<file path="config.mk">
export PLATFORM = sky130hd
export DESIGN_NAME = mult_div_unit
export DESIGN_NICKNAME = d
export VERILOG_FILES = /design/src/rtl/mult_div_unit.sv
export SDC_FILE = /design/constraint.sdc
export NUM_CORES = 1
export LEC_CHECK = 0
export ABC_AREA = 1
export ABC_CLOCK_PERIOD_IN_PS = 3880
export CORE_UTILIZATION = 35
export DETAILED_ROUTE_END_ITERATION = 10
export SYNTH_ARGS = -nofsm -noshare
export SYNTH_HDL_FRONTEND = slang
export SYNTH_SLANG_ARGS = --single-unit
</file>
<file path="constraint.sdc">
create_clock -name clk -period 3.88 [get_ports clk]
set_input_delay 1.164 -clock clk [delete_from_list [all_inputs] [get_ports clk]]
set_output_delay 1.164 -clock clk [all_outputs]
set_load 0.01 [all_outputs]
</file>
<file path="src/rtl/mult_div_unit.sv">
// Iterative multiply/divide unit with architectural HI/LO registers.
// MULT/MULTU use radix-2 shift-add and DIV/DIVU use restoring shift-subtract,
// both on operand magnitudes. Signs are applied in a single FIX cycle.
module mult_div_unit #(
  parameter int DATA_WIDTH = 32
) (
  input  logic                  clk,
  input  logic                  rst,
  input  logic                  start,
  input  logic [1:0]            op,
  input  logic [DATA_WIDTH-1:0] rs_data,
  input  logic [DATA_WIDTH-1:0] rt_data,
  input  logic                  hi_we,
  input  logic                  lo_we,
  output logic                  busy,
  output logic                  done,
  output logic                  div_zero,
  output logic [DATA_WIDTH-1:0] hi,
  output logic [DATA_WIDTH-1:0] lo
);
  localparam int W  = DATA_WIDTH;
  localparam int CW = $clog2(W);

  typedef enum logic [1:0] {IDLE, RUN, FIX} state_t;
  state_t state, state_nx;

  logic [1:0]     op_q;
  logic           neg_q;    // negate product / quotient
  logic           neg_r;    // negate remainder (dividend sign)
  logic           dz_q;     // divide by zero detected at launch
  logic [W-1:0]   a_mag, b_mag;
  logic [2*W-1:0] acc;      // multiply accumulator: {partial, multiplier bits}
  logic [W:0]     rem;      // partial remainder with guard bit
  logic [W-1:0]   quo;      // dividend shifting out, quotient shifting in
  logic [CW-1:0]  cnt;

  // Operand magnitudes and sign flags at launch; op[0]=0 selects signed ops
  logic         sgn_ok, a_neg, b_neg;
  logic [W-1:0] a_abs, b_abs;
  assign sgn_ok = ~op[0];
  assign a_neg  = sgn_ok & rs_data[W-1];
  assign b_neg  = sgn_ok & rt_data[W-1];
  assign a_abs  = a_neg ? -rs_data : rs_data;
  assign b_abs  = b_neg ? -rt_data : rt_data;

  // One iteration of each algorithm
  logic [W:0] mul_sum, div_sh, div_diff;
  assign mul_sum  = {1'b0, acc[2*W-1:W]} + (acc[0] ? {1'b0, a_mag} : '0);
  assign div_sh   = {rem[W-1:0], quo[W-1]};
  assign div_diff = div_sh - {1'b0, b_mag};

  // Sign fix-up of the finished magnitudes
  logic [2*W-1:0] prod;
  logic [W-1:0]   q_fix, r_fix;
  assign prod  = neg_q ? -acc : acc;
  assign q_fix = dz_q ? '1 : (neg_q ? -quo : quo);
  assign r_fix = neg_r ? -rem[W-1:0] : rem[W-1:0];

  assign busy = (state != IDLE);

  // State register
  always_ff @(posedge clk) begin
    if (rst) state <= IDLE;
    else     state <= state_nx;
  end

  // Next-state: fixed-length run of W iterations then one fix-up cycle
  always_comb begin
    state_nx = state;
    case (state)
      IDLE:    if (start) state_nx = RUN;
      RUN:     if (cnt == '0) state_nx = FIX;
      FIX:     state_nx = IDLE;
      default: state_nx = IDLE;
    endcase
  end

  // Datapath, HI/LO and status flags
  always_ff @(posedge clk) begin
    if (rst) begin
      op_q <= '0; neg_q <= 1'b0; neg_r <= 1'b0; dz_q <= 1'b0;
      a_mag <= '0; b_mag <= '0; acc <= '0; rem <= '0; quo <= '0;
      cnt <= '0; hi <= '0; lo <= '0; done <= 1'b0; div_zero <= 1'b0;
    end else begin
      done <= 1'b0;
      case (state)
        IDLE: begin
          if (start) begin
            op_q     <= op;
            neg_q    <= a_neg ^ b_neg;
            neg_r    <= a_neg;
            dz_q     <= op[1] & (rt_data == '0);
            a_mag    <= a_abs;
            b_mag    <= b_abs;
            acc      <= {{W{1'b0}}, b_abs};
            rem      <= '0;
            quo      <= a_abs;
            cnt      <= CW'(W-1);
            div_zero <= 1'b0;
          end else begin
            if (hi_we) hi <= rs_data;
            if (lo_we) lo <= rs_data;
          end
        end
        RUN: begin
          cnt <= cnt - 1'b1;
          if (op_q[1]) begin
            if (!div_diff[W]) begin
              rem <= div_diff;
              quo <= {quo[W-2:0], 1'b1};
            end else begin
              rem <= div_sh;
              quo <= {quo[W-2:0], 1'b0};
            end
          end else begin
            acc <= {mul_sum, acc[W-1:1]};
          end
        end
        FIX: begin
          done <= 1'b1;
          if (op_q[1]) begin
            hi       <= r_fix;
            lo       <= q_fix;
            div_zero <= dz_q;
          end else begin
            hi <= prod[2*W-1:W];
            lo <= prod[W-1:0];
          end
        end
        default: ;
      endcase
    end
  end
endmodule
</file>
### After elaboration in Yosys (flattened, before gate mapping)

Index checks and enable logic that the tools add are counted.

* register bits after elaboration: 270
* output and inout bits: 67
* input port bits: 71

* bitwise gates (word level): 5
* eq/ne operators: 10
* muxes and demuxes: 35
* add/subtract/negate cells: 8
* reductions and logical operators: 14

Operators by type and width (number)
* 32-bit two-way mux: 17
* 32-bit case mux with 2 select lines: 4
* 64-bit two-way mux: 3
* 32-bit negation: 4
* 64-bit case mux with 2 select lines: 1
* 64-bit negation: 1
* 32-bit by 32-bit adder with 33-bit output: 1
* 33-bit by 32-bit subtractor with 33-bit output: 1
* 32-bit zero test: 1
* 2-bit inequality test (second input constant): 8
* 3-bit AND reduction: 5
* 5-bit case mux with 2 select lines: 1
* 2-bit AND reduction: 3
* 2-bit nonzero test: 3
* 5-bit zero test: 1
* 5-bit two-way mux: 1
* 5-bit by 1-bit subtractor with 5-bit output (second input constant): 1
* 1-bit two-way mux: 4
* 2-bit two-way mux: 2
* 2-bit case mux with 2 select lines: 1
* 1-bit AND: 3
* 2-bit by 1-bit == test with 1-bit output (second input constant): 1
* 2-bit == test (second input constant): 1
* 2-bit zero test: 1
* 3 further kinds: 3

### Logic depth before layout (Yosys ltp)

* depth after elaboration: 5
* gate-level depth with buffers: 18
* depth with buffers taken out: 17

### Worst setup path after synthesis

Ideal clock, no wire load.

* path type: in2reg
* start: in rs_data[0]
* end: reg quo[18]
* cell stages on the path: 11
* required time: 3748 ps
* path slack: 1322 ps
* data arrival time: 2426 ps
* path through: inv_1 ha_1 nand4_1 nor2_2 nand2_1 o21ai_2 nand2_1 nand2_1 nand2_1 o21ai_0 a21oi_1

* cells in the longest elaborated chain, start to end: 4

Ends and longest elaborated chain
* start, declared: line 11 `input logic [DATA_WIDTH-1:0] rs_data,`
* 32-bit negation: line 43 `assign a_abs = a_neg ? -rs_data : rs_data;`
* 32-bit two-way mux: line 43
* 32-bit two-way mux: line 88 `if (start) begin`
* 32-bit case mux with 2 select lines: line 86 `case (state)`
* end signal, assigned: line 97 `quo <= a_abs;`
* end signal, assigned: line 110 `quo <= {quo[W-2:0], 1'b1};`
* end signal, assigned: line 113 `quo <= {quo[W-2:0], 1'b0};`
* end, declared: line 34 `logic [W-1:0] quo;`

No other way between the ends. The select of a mux whose other input is x is not followed.
A chain may end at the register's enable or synchronous reset.

### Worst setup path in the final report

* start: reg quo[31]
* end: reg quo[0]

* cells in the longest elaborated chain, start to end: 4

Ends and longest elaborated chain
* 33-bit by 32-bit subtractor with 33-bit output: line 50 `assign div_diff = div_sh - {1'b0, b_mag};`
* 1-bit two-way mux: line 108 `if (!div_diff[W]) begin`
* 32-bit two-way mux: line 107 `if (op_q[1]) begin`
* 32-bit case mux with 2 select lines: line 86

No other way between the ends. The select of a mux whose other input is x is not followed.

==> flow_summary.toml <==
[outcome]
status = "completed"

[critical_path]
required_ns = 4.28
rr_endpoint = "quo[0]$_SDFFE_PP0P_"
cp_top_family = "simple AND/OR/NAND/NOR gates"
critPathMaxFanout = 13
crit_chain = "inv_1 -> ha_1 -> fa_1 -> inv_1 -> nand2_1 -> nand2_1 -> nand3_1 -> nand2_2 -> nand2_2 -> nand2_2 -> nand2_2 -> nand2_2 -> nand2_2 -> nand2_2 -> nand2_1 -> nand3_1 -> a21oi_1"
crit_path_top_delay_cell = "dfxtp_1"
critPathLaunch = "quo[31]$_SDFFE_PP0P_"
r2r_cells = 17
cpMostUsedCell = "nand2_2"
r2r_slack_ns = 0.70
critPathMaxStageDelay_ns = 0.45
arrival_ns = 3.58
r2r_start = "quo[31]$_SDFFE_PP0P_"
start_kind = "register"
critPathKind = "register to register"
worst-path-buf-inv = 2
cp-end-kind = "register"

[yosys]
synth-main-ff-cell = "dfxtp_1"
synth_edf_count = 0
synth.avg_cell_area_sq_um = 5.70
ys_ff_latch = 269
async_flop_share_pct = 0
ys_types = 49
ys_seq_area_share_pct = 24.1
syn-cell-area_sq_um = 22400
yosysWarnings = 0
syn_inst = 3920
synth_nets = 4064

[clock_network]
clkSinkCount = 269
cts_buffers = 36
h-tree-depth = 2
cts_resized = 0
cts_tree = "built"
clockBufferDepth = 3
post-cts-setup-buffers = 0
clock_latency_ns = 0.57
clk_root_buffer_cell = "clkbuf_16"
cts_hold_buffers = 0
clk_pin_slew_ns = 0.06

[power_and_ir_drop]
irDropWorstVdd_v = 0.000386
p_total_mw = 10.1
leakagePower_nw = 12.5
power.density_nw_per_um2 = 391

[placement]
place_hpwl_mm = 82.6
io_buffers = 137
place.gp.congestion = 1.03
post_dp_cell_area_sq_um = 24600

[detailed_routing]
drt_iter0_markers = 2695
vias = 26300
wl_per_cell_um = 21.2
final_antenna_net_count = 0
wl_mm = 103
drcViolationCount = 0
viasPerCell = 5.39
first_pass_iters = 6

[cells_and_area]
fillers = 7216
postLayoutCellArea_sq_um = 25900
fin_nets = 4139
layout_commonest_cell = "nand2_1"
mostFrequentLayoutCells = "nand2_1, inv_1, nor2_1, nand3_1, a21oi_1"
syn_to_final_growth_pct = 15.8
drive_gt1_share_pct = 5.22

[sta]
finalCriticalPeriod_ns = 3.18
max_freq_ghz = 0.314
hold_viol_final = 0
finalSetupViolCount = 0
rsz0062_at_grt = "no"
worst_pin_slew_ns = 1.10
clock_skew_ns = 0.0187
fin_crit_sh_pct = 82.1
finalMaxSlewViolations = 0
tns_ns = 0
max_slew_margin_pct = 26.7

[hold_path]
holdPathStages = 2
worstHoldEndpoint = "quo[0]$_SDFFE_PP0P_"
holdCritStartpoint = "quo[0]$_SDFFE_PP0P_"
hp-class = "register to register"

[global_route]
grt_start_max_net_pins = 80
grt_antenna_before_repair = 2
grt_pass1_vias = 23900
overflow = 0
grt_first_pass_wirelength_mm = 150
grt_use_total_pct = 31.0

[die]
die_h_um = 255
core_sq_um = 63100
die_w_um = 255
rows = 92
die_area_sq_um = 64900
start_util_pct = 35.4
io_pins = 138

[job]
cap_viol_max_count = 0
[routing by layer]
| layer | track usage [%] | up-vias | wire (um) |
|---|---|---|---|
| met5 | 0 | - | 13 |
| met4 | 14.1 | 2 | 4930 |
| met3 | 4.08 | 181 | 7340 |
| met2 | 51.2 | 1038 | 47600 |
| met1 | 39.9 | 12200 | 43200 |
| li1 | - | 12900 | - |
[worst max path at each step]
stage,end,cells after the start
after CTS,busy,3
final,quo[0]$_SDFFE_PP0P_,17
after floorplan,quo[18]$_SDFFE_PP0P_,11
after global placement,quo[18]$_SDFFE_PP0P_,12
after global routing,acc[59]$_SDFFE_PP0P_,13
after detailed placement,quo[18]$_SDFFE_PP0P_,12
[synthesized netlist by cell type, types with 4 or more instances]
cell      instances  area [sq um]
o21bai_1          7          52.6
nand3b_1         23           173
nand4_1          45           282
o21ai_1           9          45.0
nand2_2          15          93.8
nor2_2           11          68.8
o21a_1           10          75.1
a21oi_2           4          35.0
nor4_1            6          37.5
o211ai_1         31           233
a21oi_1         367          1840
a31oi_1          10          62.6
buf_1            15          56.3
nand3_1         369          1850
and2_1            4          25.0
a21boi_0          5          37.5
inv_1           485          1820
nor2_1          467          1750
inv_2            14          52.6
xnor2_1          22           193
xor2_1           48           420
or2_2            22           138
o31ai_1           5          37.5
ha_1             71           888
buf_2            48           240
nor3_1           44           220
o21ai_2           6          52.6
clkbuf_1         86           323
nand2_1        1071          4020
a221oi_1         16           140
o21ai_0         283          1420
dfxtp_1         269          5390
buf_4             5          37.5
[worst reg2reg max path, cell delays in order, from the launching register on]
cell and delay, ns:
dfxtp_1 0.45, inv_1 0.18, ha_1 0.29, fa_1 0.43
inv_1 0.15, nand2_1 0.07, nand2_1 0.07, nand3_1 0.11
nand2_2 0.16, nand2_2 0.08, nand2_2 0.07, nand2_2 0.07
nand2_2 0.08, nand2_2 0.07, nand2_2 0.26, nand2_1 0.23
nand3_1 0.16, a21oi_1 0.08
[per-stage QoR]
stage | instances | hold WS, ns | utilization [%] | worst slack [ns]
after detailed placement | 4803 | 0.468 | 39.0 | 0.269
final | 4870 | 0.483 | 41.0 | 0.696
after CTS | 4869 | 0.478 | 41.0 | 0.713
after global placement | 4803 | 0.460 | 39.0 | 0.275
after floorplan | 3920 | 0.433 | - | 1.32
after global routing | 4869 | 0.498 | 41.0 | 0.454
[cell families (layout without fill, tap and decap cells)]
group / after synthesis / in the layout / share of synthesized area, %
adder cells (fa/ha/maj): 73 / 73 / 4.15
AO/OA/AOI/OAI: 762 / 762 / 18.4
buffers and inverters: 657 / 760 / 11.4
AND/OR/NAND/NOR: 2089 / 2089 / 39.2
other: 0 / 1 / 0
flip-flops: 269 / 269 / 24.1
XOR/XNOR: 70 / 70 / 2.74
[final cells by class]
cell class | count | area, sq um | share of cell area, %
diodes | 1 | 2.50 | 0.00967
repair buffers | 192 | 1860 | 7.18
inverters | 502 | 1890 | 7.29
multi-input cells | 2994 | 14400 | 55.8
clock buffers | 41 | 950 | 3.67
well taps | 846 | 1060 | 4.09
flip-flops and latches | 269 | 5390 | 20.8
clock inverters | 25 | 298 | 1.15
[registers in the layout (all words and copies together) (netlist names)]
register  cells
acc          64
a_mag        32
b_mag        32
hi           32
lo           32
quo          32
rem          32
cnt           5
state         2
div_zero      1
done          1
dz_q          1
neg_q         1
neg_r         1
op_q          1
[report_power, final]
group | leakage, nW | internal, mW | switching, mW
logic | 9.70 | 1.00 | 2.23
clock network | 0.612 | 2.12 | 1.45
registers | 2.21 | 3.04 | 0.287
total | 12.5 | 6.16 | 3.96
No activity file was read; power rests on OpenSTA's default activity.
